<file path="config.mk">
export PLATFORM = sky130hd
export DESIGN_NAME = alu_seq
export DESIGN_NICKNAME = d
export VERILOG_FILES = /design/src/rtl/alu_seq.sv
export SDC_FILE = /design/constraint.sdc
export NUM_CORES = 1
export LEC_CHECK = 0
export CAP_MARGIN = 40
export CORE_ASPECT_RATIO = 0.75
export CORE_MARGIN = 3
export CORE_UTILIZATION = 57
export CTS_BUF_LIST = sky130_fd_sc_hd__clkbuf_8 sky130_fd_sc_hd__clkbuf_16
export DETAILED_ROUTE_END_ITERATION = 7
export PLACE_DENSITY = 0.87
export SLEW_MARGIN = 0
export SYNTH_ARGS = -nofsm -noshare
export SYNTH_HDL_FRONTEND = slang
export SYNTH_SLANG_ARGS = --single-unit
</file>
<file path="constraint.sdc">
create_clock -name clka -period 5.51 [get_ports clka]
set_input_delay 1.102 -clock clka [delete_from_list [all_inputs] [get_ports clka]]
set_output_delay 1.102 -clock clka [all_outputs]
set_load 0.01 [all_outputs]
</file>
<file path="src/rtl/alu_seq.sv">
// Handshaked sequential ALU: single-cycle logic/arith ops, one-bit-per-cycle shifts.
// Define ALU_SEQ_MUL_EN to build the iterative shift-add multiplier on opcode 11000.
module alu_seq #(
  parameter int unsigned WIDTH = 32,
  parameter int unsigned SHW   = 5
) (
  input  logic             clka,
  input  logic             rst,
  input  logic             in_valid,
  output logic             in_ready,
  input  logic [WIDTH-1:0] A,
  input  logic [WIDTH-1:0] B,
  input  logic [4:0]       ALU_C,
  output logic             out_valid,
  input  logic             out_ready,
  output logic [WIDTH-1:0] res,
  output logic [2:0]       flags,
  output logic             busy
);

  localparam logic [4:0] OP_ADD  = 5'b00000;
  localparam logic [4:0] OP_AND  = 5'b00001;
  localparam logic [4:0] OP_XOR  = 5'b00010;
  localparam logic [4:0] OP_COMP = 5'b10100;
  localparam logic [4:0] OP_SLL  = 5'b00011;
  localparam logic [4:0] OP_SRL  = 5'b00101;
  localparam logic [4:0] OP_SRA  = 5'b01111;
`ifdef ALU_SEQ_MUL_EN
  localparam logic [4:0] OP_MUL  = 5'b11000;
`endif

  typedef enum logic [1:0] {IDLE, BUSY, DONE} state_t;

  state_t           state;
  logic [4:0]       op;
  logic [WIDTH-1:0] acc;
  logic [SHW-1:0]   cnt;
  logic [SHW-1:0]   shamt;
  logic [WIDTH:0]   first_shift;
  logic [WIDTH:0]   next_shift;
  logic [WIDTH:0]   single;
  logic [WIDTH-1:0] step_val;
  logic             step_carry;

  function automatic logic is_shift(input logic [4:0] o);
    return (o == OP_SLL) || (o == OP_SRL) || (o == OP_SRA);
  endfunction

  // One shift position; returns {bit shifted out, shifted value}.
  function automatic logic [WIDTH:0] shift_step(input logic [4:0] o, input logic [WIDTH-1:0] v);
    case (o)
      OP_SLL:  return {v[WIDTH-1], v[WIDTH-2:0], 1'b0};
      OP_SRL:  return {v[0], 1'b0, v[WIDTH-1:1]};
      default: return {v[0], v[WIDTH-1], v[WIDTH-1:1]};
    endcase
  endfunction

  // Ops finishing at the accept edge; shift opcodes only reach here with shamt 0.
  function automatic logic [WIDTH:0] single_op(input logic [4:0] o, input logic [WIDTH-1:0] a,
                                               input logic [WIDTH-1:0] b);
    case (o)
      OP_ADD:                 return {1'b0, a} + {1'b0, b};
      OP_AND:                 return {1'b0, a & b};
      OP_XOR:                 return {1'b0, a ^ b};
      OP_COMP:                return {1'b0, ~b + WIDTH'(1)};
      OP_SLL, OP_SRL, OP_SRA: return {1'b0, a};
      default:                return '0;
    endcase
  endfunction

  function automatic logic [2:0] mk_flags(input logic c, input logic [WIDTH-1:0] r);
    return {c, r == '0, r[WIDTH-1]};
  endfunction

  assign shamt       = B[SHW-1:0];
  assign first_shift = shift_step(ALU_C, A);
  assign next_shift  = shift_step(op, acc);
  assign single      = single_op(ALU_C, A, B);

`ifdef ALU_SEQ_MUL_EN
  logic [WIDTH-1:0] mcand;
  logic [WIDTH-1:0] mhi;
  logic [WIDTH:0]   mul_first;
  logic [WIDTH:0]   mul_sum;

  // Right-shifting product register {mhi, acc}; acc starts as the multiplier.
  assign mul_first = B[0] ? {1'b0, A} : '0;
  assign mul_sum   = {1'b0, mhi} + (acc[0] ? {1'b0, mcand} : '0);

  always_comb begin
    step_val   = next_shift[WIDTH-1:0];
    step_carry = next_shift[WIDTH];
    if (op == OP_MUL) begin
      step_val   = {mul_sum[0], acc[WIDTH-1:1]};
      step_carry = |mul_sum[WIDTH:1];
    end
  end
`else
  assign step_val   = next_shift[WIDTH-1:0];
  assign step_carry = next_shift[WIDTH];
`endif

  always_ff @(posedge clka) begin
    if (rst) begin
      state     <= IDLE;
      op        <= '0;
      acc       <= '0;
      cnt       <= '0;
      res       <= '0;
      flags     <= '0;
      out_valid <= 1'b0;
      busy      <= 1'b0;
      in_ready  <= 1'b0;
`ifdef ALU_SEQ_MUL_EN
      mcand     <= '0;
      mhi       <= '0;
`endif
    end else begin
      case (state)
        IDLE: begin
          in_ready <= 1'b1;
          if (in_valid && in_ready) begin
            op       <= ALU_C;
            in_ready <= 1'b0;
            busy     <= 1'b1;
            // The accept edge already performs the first iteration.
            if (is_shift(ALU_C) && shamt > SHW'(1)) begin
              acc   <= first_shift[WIDTH-1:0];
              cnt   <= shamt - SHW'(1);
              state <= BUSY;
            end else if (is_shift(ALU_C) && shamt == SHW'(1)) begin
              res       <= first_shift[WIDTH-1:0];
              flags     <= mk_flags(first_shift[WIDTH], first_shift[WIDTH-1:0]);
              out_valid <= 1'b1;
              state     <= DONE;
`ifdef ALU_SEQ_MUL_EN
            end else if (ALU_C == OP_MUL) begin
              mcand <= A;
              mhi   <= mul_first[WIDTH:1];
              acc   <= {mul_first[0], B[WIDTH-1:1]};
              cnt   <= SHW'(WIDTH - 1);
              state <= BUSY;
`endif
            end else begin
              res       <= single[WIDTH-1:0];
              flags     <= mk_flags(single[WIDTH], single[WIDTH-1:0]);
              out_valid <= 1'b1;
              state     <= DONE;
            end
          end
        end
        BUSY: begin
          acc <= step_val;
          cnt <= cnt - SHW'(1);
`ifdef ALU_SEQ_MUL_EN
          mhi <= mul_sum[WIDTH:1];
`endif
          if (cnt == SHW'(1)) begin
            res       <= step_val;
            flags     <= mk_flags(step_carry, step_val);
            out_valid <= 1'b1;
            state     <= DONE;
          end
        end
        DONE: begin
          if (out_ready) begin
            out_valid <= 1'b0;
            busy      <= 1'b0;
            in_ready  <= 1'b1;
            state     <= IDLE;
          end
        end
        default: state <= IDLE;
      endcase
    end
  end

endmodule
</file>
## Yosys cells after proc, flatten, opt, wreduce, memory -nomap -nowiden

Index checks and enable logic that the tools add are counted.
Widths: inputs -> output; s select.

| word-level totals | value |
|---|---|
| input port bits | 73 |
| register bits after elaboration | 82 |
| output and inout port bits | 38 |
| logic and storage cells | 89 |

| operators by class | value |
|---|---|
| eq/ne operators | 17 |
| reductions and logical operators | 21 |
| bitwise operators | 3 |
| mux-type cells | 34 |
| add/sub/neg operators | 4 |
| $lt $le $gt $ge | 1 |

Operators with widths:

| cell | count |
|---|---|
| $mux 32 | 6 |
| $pmux 33 s5 | 1 |
| $pmux 33 s2 | 2 |
| $pmux 32 s2 | 2 |
| $logic_not 32->1 | 3 |
| $add 32x32->33 | 1 |
| $add 32x1->32 const B | 1 |
| $and 32x32->32 | 1 |
| $not 32->32 | 1 |
| $xor 32x32->32 | 1 |
| $eq 5x1->1 const B | 3 |
| $eq 5x2->1 const B | 3 |
| $mux 3 | 4 |
| $eq 5x3->1 const B | 2 |
| $mux 5 | 2 |
| $ne 2x2->1 const B | 5 |
| $pmux 5 s2 | 1 |
| $sub 5x1->5 const B | 2 |
| $reduce_and 3->1 | 3 |
| $mux 2 | 4 |
| $mux 1 | 7 |
| $pmux 2 s3 | 1 |
| $pmux 3 s2 | 1 |
| $eq 5x4->1 const B | 1 |
| other kinds (16) | 22 |

## Depth between registers and ports, before layout

Gate-level depths: netlist of run 1.

| depth | value |
|---|---|
| depth in word-level cells | 8 |
| gate-level depth with buffers | 13 |
| mapped depth without buffers | 13 |

## Worst setup path after synthesis of run 1

OpenSTA, ideal clock, no wires.

| path | value |
|---|---|
| path kind | input -> register |
| from | input A[5] |
| to | register flags[1] |
| arrival time | 4.113 ns |
| path buffers | 0 |
| library setup time | 0.069 ns |
| data required time | 5.441 ns |
| path slack | 1.329 ns |
| stages on the path | 11 |
| cell sequence | ha_1 nand4_1 nor3_1 o311ai_0 a2111oi_0 or2_2 xnor2_1 o221ai_1 or4_1 or4_1 o21ai_1 |

| on the way | value |
|---|---|
| longest elaborated chain between the ends | 7 |
| elaborated cells between the ends (all ways) | 11 |
| those cells by class | add/sub: 1; mux: 6; bitwise: 2; reduce/logical: 2 |

Ends and longest elaborated chain:

| item | RTL line | source |
|---|---|---|
| start: declaration | 11 | `input logic [WIDTH-1:0] A,` |
| $add 32x32->33 (tied with other cells) | 62 | `OP_ADD: return {1'b0, a} + {1'b0, b};` |
| $pmux 33 s5 | 61 | `case (o)` |
| $logic_not 32->1 | 72 | `return {c, r == '0, r[WIDTH-1]};` |
| $mux 3 (*) | 131 | `end else if (is_shift(ALU_C) && shamt == SHW'(1)) begin` |
| $mux 3 (*) | 127 | `if (is_shift(ALU_C) && shamt > SHW'(1)) begin` |
| $mux 3 (*) | 122 | `if (in_valid && in_ready) begin` |
| $pmux 3 s2 (*) | 119 | `case (state)` |
| end signal: assignment | 133 | `flags <= mk_flags(first_shift[WIDTH], first_shift[WIDTH-1:0]);` |
| end signal: assignment | 146 | `flags <= mk_flags(single[WIDTH], single[WIDTH-1:0]);` |
| end signal: assignment | 160 | `flags <= mk_flags(step_carry, step_val);` |
| end: declaration | 17 | `output logic [2:0] flags,` |

Every way passes the cells marked *; elsewhere a longest branch is shown, timed or not. The select of a mux whose other input is x is not followed.
A chain may end at the register's enable or synchronous reset.

## Final worst setup path of run 1

| path | value |
|---|---|
| from | input B[3] |
| to | register flags[1] |

| on the way | value |
|---|---|
| longest elaborated chain between the ends | 8 |
| elaborated cells between the ends (all ways) | 17 |
| those cells by class | add/sub: 2; order compare: 1; eq/ne: 2; mux: 5; bitwise: 3; reduce/logical: 4 |

Ends and longest elaborated chain:

| item | RTL line | source |
|---|---|---|
| start: declaration | 12 | `input logic [WIDTH-1:0] B,` |
| $not 32->32 | 65 | `OP_COMP: return {1'b0, ~b + WIDTH'(1)};` |
| $add 32x1->32 | 65 |  |
| $pmux 33 s5 | 61 |  |
| $logic_not 32->1 | 72 |  |
| $mux 3 | 131 |  |
| $mux 3 | 127 |  |
| $mux 3 | 122 |  |
| $pmux 3 s2 | 119 |  |

Several ways; a longest one is shown, not always the timed one. The select of a mux whose other input is x is not followed.

==> results.yml, run 1 <==
die:
  die_x_um: 145
  num_rows: 37
  die_area_mm2: 0.0159
  die_y_um: 110
  initial_core_util: 0.590
  core_mm2: 0.0139
  io-pin-count: 111
logic_synthesis:
  synth_fa_ha_area_frac: 0.0589
  yosys_warnings: 0
  synth_cells: 1170
  synth_edf_count: 0
  yosysSeqAreaShare: 0.198
  ys_types: 75
  synthXorXnorAreaFrac: 0.0417
  syn-cell-area_mm2: 0.00820
  synthFlopType: "dfxtp_1"
  synthSimpleGateAreaFrac: 0.260
  synth_compound_area_frac: 0.302
  synth_mux_area_frac: 0.0886
  synth.net_count: 1281
  ys_ff_latch: 81
  synth_top_family_by_area: "compound AO/OA/AOI/OAI gates"
  synthArstFlopShare: 0
  avgSynthCellArea_um2: 7.01
clock_network:
  cts.clk_slew.worst_paths_ns: 0.05
  cts_tree: "done"
  cts.repair.resized: 0
  post_cts_buffers: 0
  holdBufCountCts: 0
  clockRootBuffer: "clkbuf_16"
  clk_latency_ns: 0.34
  cts_inserted_buffers: 9
  htree_levels: 3
  cts_max_path_buffers: 2
  cts_sinks: 81
route:
  drtIter0Drc: 1562
  vias: 10000
  drc_errors: 5
  firstDrtPassIters: 8
  wire_per_inst_um: 21.8
  final_antenna_net_count: 0
  wl_um: 30900
  post_drt_via_cell_ratio: 7.07
global_routing:
  grt_first_pass_wirelength_um: 48100
  grt_remaining_overflow: 0
  grt_max_degree: 58
  grt_antenna_before_repair: 0
  grt_pass1_vias: 9013
  grt.total_usage: 0.381
pwr:
  p_per_area_mw_per_mm2: 185
  leakage_uw: 0.00393
  vdd_drop_max_mv: 0.163
layout:
  drive_above_1_share: 0.0667
  final_cell_area_mm2: 0.00983
  nets: 1352
  multi_input_area_mm2: 0.00619
  n_antenna_cell: 0
  flow.area_growth_from_synthesis_pct: 19.9
  fill_cells: 1148
  regArea_mm2: 0.00162
setup_path:
  critPathSlowestCell: "clkdlybuf4s50_1"
  crit_fanout: 6
  startpoint_type: "input port"
  cp.required_ns: 5.77
  path_buf_inv: 3
  worstPathArrival_ns: 5.17
  crit_family: "simple AND/OR/NAND/NOR gates"
  critical_path_class: "input port to register"
  cpPeakStageDelay_ns: 0.55
  crit_path_cell_trace: "clkdlybuf4s50_1 > ha_1 > nand4_1 > nor3_1 > o311ai_0 > buf_4 > a2111oi_0 > buf_4 > or2_2 > xnor2_1 > o221ai_1 > or4_1 > or4_1 > o21ai_1"
  end_kind: "register"
timing:
  skew_ns: 0.00708
  timing.fmax_ghz: 0.204
  timing_worst_slew_pin_value_ns: 0.924
  setup_viol: 0
  post-route-min-period_ns: 4.91
  finalSetupTns_ns: 0
  fin_crit_sh: 0.891
  relSlewSlack: 0.382
  hold_violations: 0
  rsz0062_at_grt: "false"
  maxSlewViolCount: 0
flow_run:
  cap_violations: 0
outcome:
  violations: "design-rule violations"
  outcome: "finished with violations"
place:
  dpl_cell_area_mm2: 0.00955
  dp_hpwl_um: 23300
  io_buffers: 110
  gp_congestion: 1.04
min_path:
  hold_class: "register to register"
-- worst register-to-register path, cell delays in order (launching register included) --
cell and delay [ns]:
dfxtp_1 0.39, ha_1 0.16, nor4b_1 0.46, a221oi_1 0.20
nor2_1 0.28, nand2_1 0.10, nor4_1 0.45, nand4_1 0.14
or4_1 0.41, o21ai_1 0.14
-- routing by layer --
layer  global-route usage  vias to the layer above  share of wire  routed length (um)
met5                    0                        -              0                   0
met4                0.174                        0          0.047                1470
met3                0.100                      126           0.14                4350
met2                0.553                      787           0.41               12700
met1                0.526                     4553           0.40               12500
li1                     -                     4573              -                   -
-- layout by cell type (no fill, tap or decap), types with 5 or more instances in the layout --
cell	count
o21ai_0	100
nor4_1	17
mux2_2	5
nand2_1	136
a221oi_1	12
xnor2_1	17
dfxtp_1	81
nand3b_1	6
o22ai_1	5
a21o_1	6
o21a_1	9
a21oi_1	116
o221ai_1	5
a31oi_1	28
and3_1	6
ha_1	37
nor2_1	134
a211oi_1	9
xor2_1	22
nand3_1	28
nand2b_1	7
mux2i_1	67
buf_4	34
nor3_1	29
o211ai_1	18
nand4_1	29
a22o_1	6
or4_1	12
clkbuf_16	9
or2_2	7
inv_1	21
a222oi_1	23
clkdlybuf4s50_1	109
-- kinds of logic (layout without fill, tap and decap cells) --
family / after synthesis / in the layout
DFF: 81 / 81
buffers and inverters: 108 / 183
muxes: 72 / 72
and+or+nand+nor: 444 / 444
adders and majority gates: 38 / 38
xor gates and xnor gates: 39 / 39
AOI/OAI and AO/OA: 388 / 388
-- registers in the layout, summed over array words and instances (netlist names) --
register and count:
busy 1, out_valid 1, in_ready 1, res 31, op 5, acc 32, cnt 5, state 2
flags 3
-- Yosys cell counts (5+ instances only) --
library cell | instances | area [um^2]
o22ai_1 | 5 | 31.3
clkbuf_1 | 77 | 289
inv_1 | 19 | 71.3
a222oi_1 | 23 | 230
nor4_1 | 17 | 106
nand2_1 | 136 | 510
dfxtp_1 | 81 | 1620
mux2_2 | 5 | 56.3
xnor2_1 | 17 | 149
or4_1 | 12 | 90.1
a211oi_1 | 9 | 67.6
and3_1 | 6 | 37.5
o21ai_0 | 100 | 500
o211ai_1 | 18 | 135
a22o_1 | 6 | 52.6
or2_2 | 7 | 43.8
a21o_1 | 6 | 45.0
a31oi_1 | 28 | 175
nand4_1 | 29 | 181
nand3b_1 | 6 | 45.0
o21a_1 | 9 | 67.6
buf_1 | 8 | 30.0
nand3_1 | 28 | 140
xor2_1 | 22 | 193
o221ai_1 | 5 | 43.8
nor3_1 | 30 | 150
nor2_1 | 135 | 507
nand2b_1 | 8 | 50.1
a221oi_1 | 12 | 105
a21oi_1 | 116 | 581
mux2i_1 | 67 | 671
ha_1 | 37 | 463
-- final timing paths --
path	slack (ns)	startpoint	endpoint	depth (start not counted)
worst max-delay path	0.60	B[3]	flags[1]	14
worst min-delay path	0.48	res[28]	res[28]	2
worst max register to register	2.70	cnt[0]	flags[1]	9
worst min register to register	0.48	res[28]	res[28]	2
-- metrics by stage --
stage / setup WS, ns / hold slack, ns / total power [uW] / util / std cells
3_5_place_dp: 0.388 / 0.450 / 1260 / 0.688 / 1405
4_1_cts: 0.693 / 0.480 / 1800 / 0.708 / 1420
3_3_place_gp: 0.391 / 0.447 / 1250 / 0.682 / 1401
6_report: 0.602 / 0.478 / 1820 / 0.708 / 1420
5_1_grt: 0.367 / 0.516 / 1900 / 0.708 / 1420
2_1_floorplan: 1.33 / 0.475 / 1010 / - / 1170
-- final cells by class --
cell class / instances / share of cell area
clock buffers: 11 / 0.0257
multi-input cells: 981 / 0.630
flip-flops and latches: 81 / 0.165
well taps: 175 / 0.0223
repair buffers: 149 / 0.148
clock inverters: 4 / 0.00216
inverters: 19 / 0.00726
-- report_power, final --
part / leakage [uW] / total, uW / internal [uW] / switching [uW]
Sequential: 0.000658 / 635 / 614 / 21.2
Combinational: 0.00312 / 634 / 263 / 371
Clock: 0.000144 / 553 / 324 / 229
(Power assumes the default switching activity.)
==> run 2: changes to the inputs <==
--- a/config.mk
+++ b/config.mk
@@ -7,11 +7,10 @@
 export LEC_CHECK = 0
 export CAP_MARGIN = 40
 export CORE_ASPECT_RATIO = 0.75
-export CORE_MARGIN = 3
 export CORE_UTILIZATION = 57
 export CTS_BUF_LIST = sky130_fd_sc_hd__clkbuf_8 sky130_fd_sc_hd__clkbuf_16
 export DETAILED_ROUTE_END_ITERATION = 7
-export PLACE_DENSITY = 0.87
+export PLACE_DENSITY_LB_ADDON = 0.1
 export SLEW_MARGIN = 0
 export SYNTH_ARGS = -nofsm -noshare
 export SYNTH_HDL_FRONTEND = slang
==> run 2 against run 1 <==
Compared with the run above:
- the flow now finishes without violations
- worst setup slack gained 0.016 ns
- routed wire length shrank 0.61%
- register-to-register slack lost 0.14 ns
- count of clock-buffer cells in the layout is the same
- non-clock buffer count grew 2
- cell count grew 0.14%
- final area grew 0.46%
- critical path type unchanged
- largest cell class unchanged
==> results.yml, run 2 (synthesis gave the netlist of run 1 again) <==
layout:
  final_cell_mix: "136 x nand2_1, 134 x nor2_1, 116 x a21oi_1"
  drive_above_1_share: 0.0698
  largest_reg_flops: 32
  final_common_cell: "nand2_1"
  final_cell_area_mm2: 0.00987
  n_antenna_cell: 0
  flow.area_growth_from_synthesis_pct: 20.4
  top_register: "acc"
  stdcell_count: 1422
  nets: 1354
  reg_top3: "acc x32, res x31"
route:
  firstDrtPassIters: 7
  wire_per_inst_um: 21.6
  final_antenna_net_count: 0
  vias: 9866
  wl_um: 30700
  drc_errors: 0
  drtIter0Drc: 1321
  post_drt_via_cell_ratio: 6.94
setup_path:
  cp.required_ns: 5.78
  startpoint_type: "input port"
  worstPathArrival_ns: 5.16
  end_kind: "register"
  reg2reg_setup_slack_ns: 2.56
  critical_path_class: "input port to register"
  cpPeakStageDelay_ns: 0.55
  crit_path_cell_trace: "clkdlybuf4s50_1 > ha_1 > nand4_1 > nor3_1 > o311ai_0 > buf_4 > a2111oi_0 > buf_4 > or2_2 > xnor2_1 > o221ai_1 > or4_1 > or4_1 > o21ai_1"
  crit_family: "simple AND/OR/NAND/NOR gates"
  crit_fanout: 7
  critPathSlowestCell: "or4_1"
  rr_endpoint: "flags[1]"
  worst_r2r_startpoint: "cnt[0]"
  r2r_cells: 9
  path_buf_inv: 3
place:
  gp_congestion: 1.03
  io_buffers: 110
  dp_cells: 1407
  dpl_cell_area_mm2: 0.00954
  dpl_worst_slack_ns: 0.373
  dp_hpwl_um: 23400
timing:
  skew_ns: 0.00667
  post-route-min-period_ns: 4.89
  setup_viol: 0
  maxSlewViolCount: 0
  finalSetupTns_ns: 0
  relSlewSlack: 0.394
  timing_worst_slew_pin_value_ns: 0.897
  final_critical_path_setup_slack_ns: 0.618
  fin_hold_ws_ns: 0.462
  rsz0062_at_grt: "false"
  hold_violations: 0
  timing.fmax_ghz: 0.204
  fin_crit_sh: 0.888
die:
  num_rows: 37
  io-pin-count: 111
  initial_core_util: 0.590
  die_x_um: 141
  core_mm2: 0.0139
  die_area_mm2: 0.0149
  die_y_um: 106
clock_network:
  cts_sinks: 81
  htree_levels: 3
  post_cts_buffers: 0
  cts.clk_slew.worst_paths_ns: 0.06
  clk_latency_ns: 0.34
  holdBufCountCts: 0
  clockRootBuffer: "clkbuf_16"
  cts_inserted_buffers: 9
  cts.repair.resized: 0
  cts_tree: "done"
  cts_max_path_buffers: 2
outcome:
  outcome: "finished clean"
pwr:
  vdd_drop_max_mv: 0.150
  leakage_uw: 0.00394
  p_per_area_mw_per_mm2: 195
global_routing:
  grt_antenna_before_repair: 0
  grt.total_usage: 0.410
  grt_first_pass_wirelength_um: 47700
  grt_pass1_vias: 8654
  grt_max_degree: 60
  grt_remaining_overflow: 0
min_path:
  hold_class: "register to register"
  min_delay_path_depth: 2
  hp-start: "res[28]"
  hold_end: "res[28]"
flow_run:
  cap_violations: 0
## run 2: worst register-to-register path: stages, from the launching register on
cell	delay, ns
dfxtp_1	0.40
ha_1	0.16
nor4b_1	0.56
a221oi_1	0.22
nor2_1	0.27
nand2_1	0.13
nor4_1	0.44
nand4_1	0.16
or4_1	0.42
o21ai_1	0.14
## run 2: layer usage
metal  wire, um  vias up  global-route usage
met1      12900     4558               0.581
met3       3730       76              0.0677
li1           -     4563                   -
met2      13200      669               0.630
met5          0        -                   0
met4        933        0               0.132
## run 2: worst max path at each step
| stage | depth (start not counted) | end | slack (ns) | from |
|---|---|---|---|---|
| finish | 14 | flags[1] | 0.62 | B[5] |
| global route | 15 | flags[1] | 0.32 | A[0] |
| CTS | 14 | flags[1] | 0.68 | B[1] |
| detailed placement | 14 | flags[1] | 0.37 | B[5] |
| global placement | 14 | flags[1] | 0.41 | B[5] |
| floorplan | 11 | flags[1] | 1.33 | A[5] |
## run 2: layout make-up
cell class              count  area, um^2
repair buffers            151        1440
fillers                  1203        4020
inverters                  19        71.3
clock inverters             4        76.3
clock buffers              11         253
multi-input cells         981        6190
flip-flops and latches     81        1620
well taps                 175         219
## run 2: power by group
part / internal [uW] / switching [uW] / leakage [uW] / total (uW)
Sequential: 614 / 21.0 / 0.000658 / 635
Combinational: 262 / 369 / 0.00312 / 631
Clock: 420 / 237 / 0.000158 / 657
Total: 1300 / 627 / 0.00394 / 1920
## run 2: per-stage QoR
stage               total power, uW   util
floorplan                      1010      -
global placement               1250  0.682
finish                         1920  0.711
detailed placement             1250  0.687
global route                   2000  0.711
CTS                            1900  0.711
==> run 3: changes to the inputs <==
--- a/config.mk
+++ b/config.mk
@@ -10,6 +10,7 @@
 export CORE_UTILIZATION = 57
 export CTS_BUF_LIST = sky130_fd_sc_hd__clkbuf_8 sky130_fd_sc_hd__clkbuf_16
 export DETAILED_ROUTE_END_ITERATION = 7
+export HOLD_SLACK_MARGIN = 0.05
 export PLACE_DENSITY_LB_ADDON = 0.1
 export SLEW_MARGIN = 0
 export SYNTH_ARGS = -nofsm -noshare
==> results of run 3 <==
The final DEF is identical to that of run 2; final timing and power are the same.
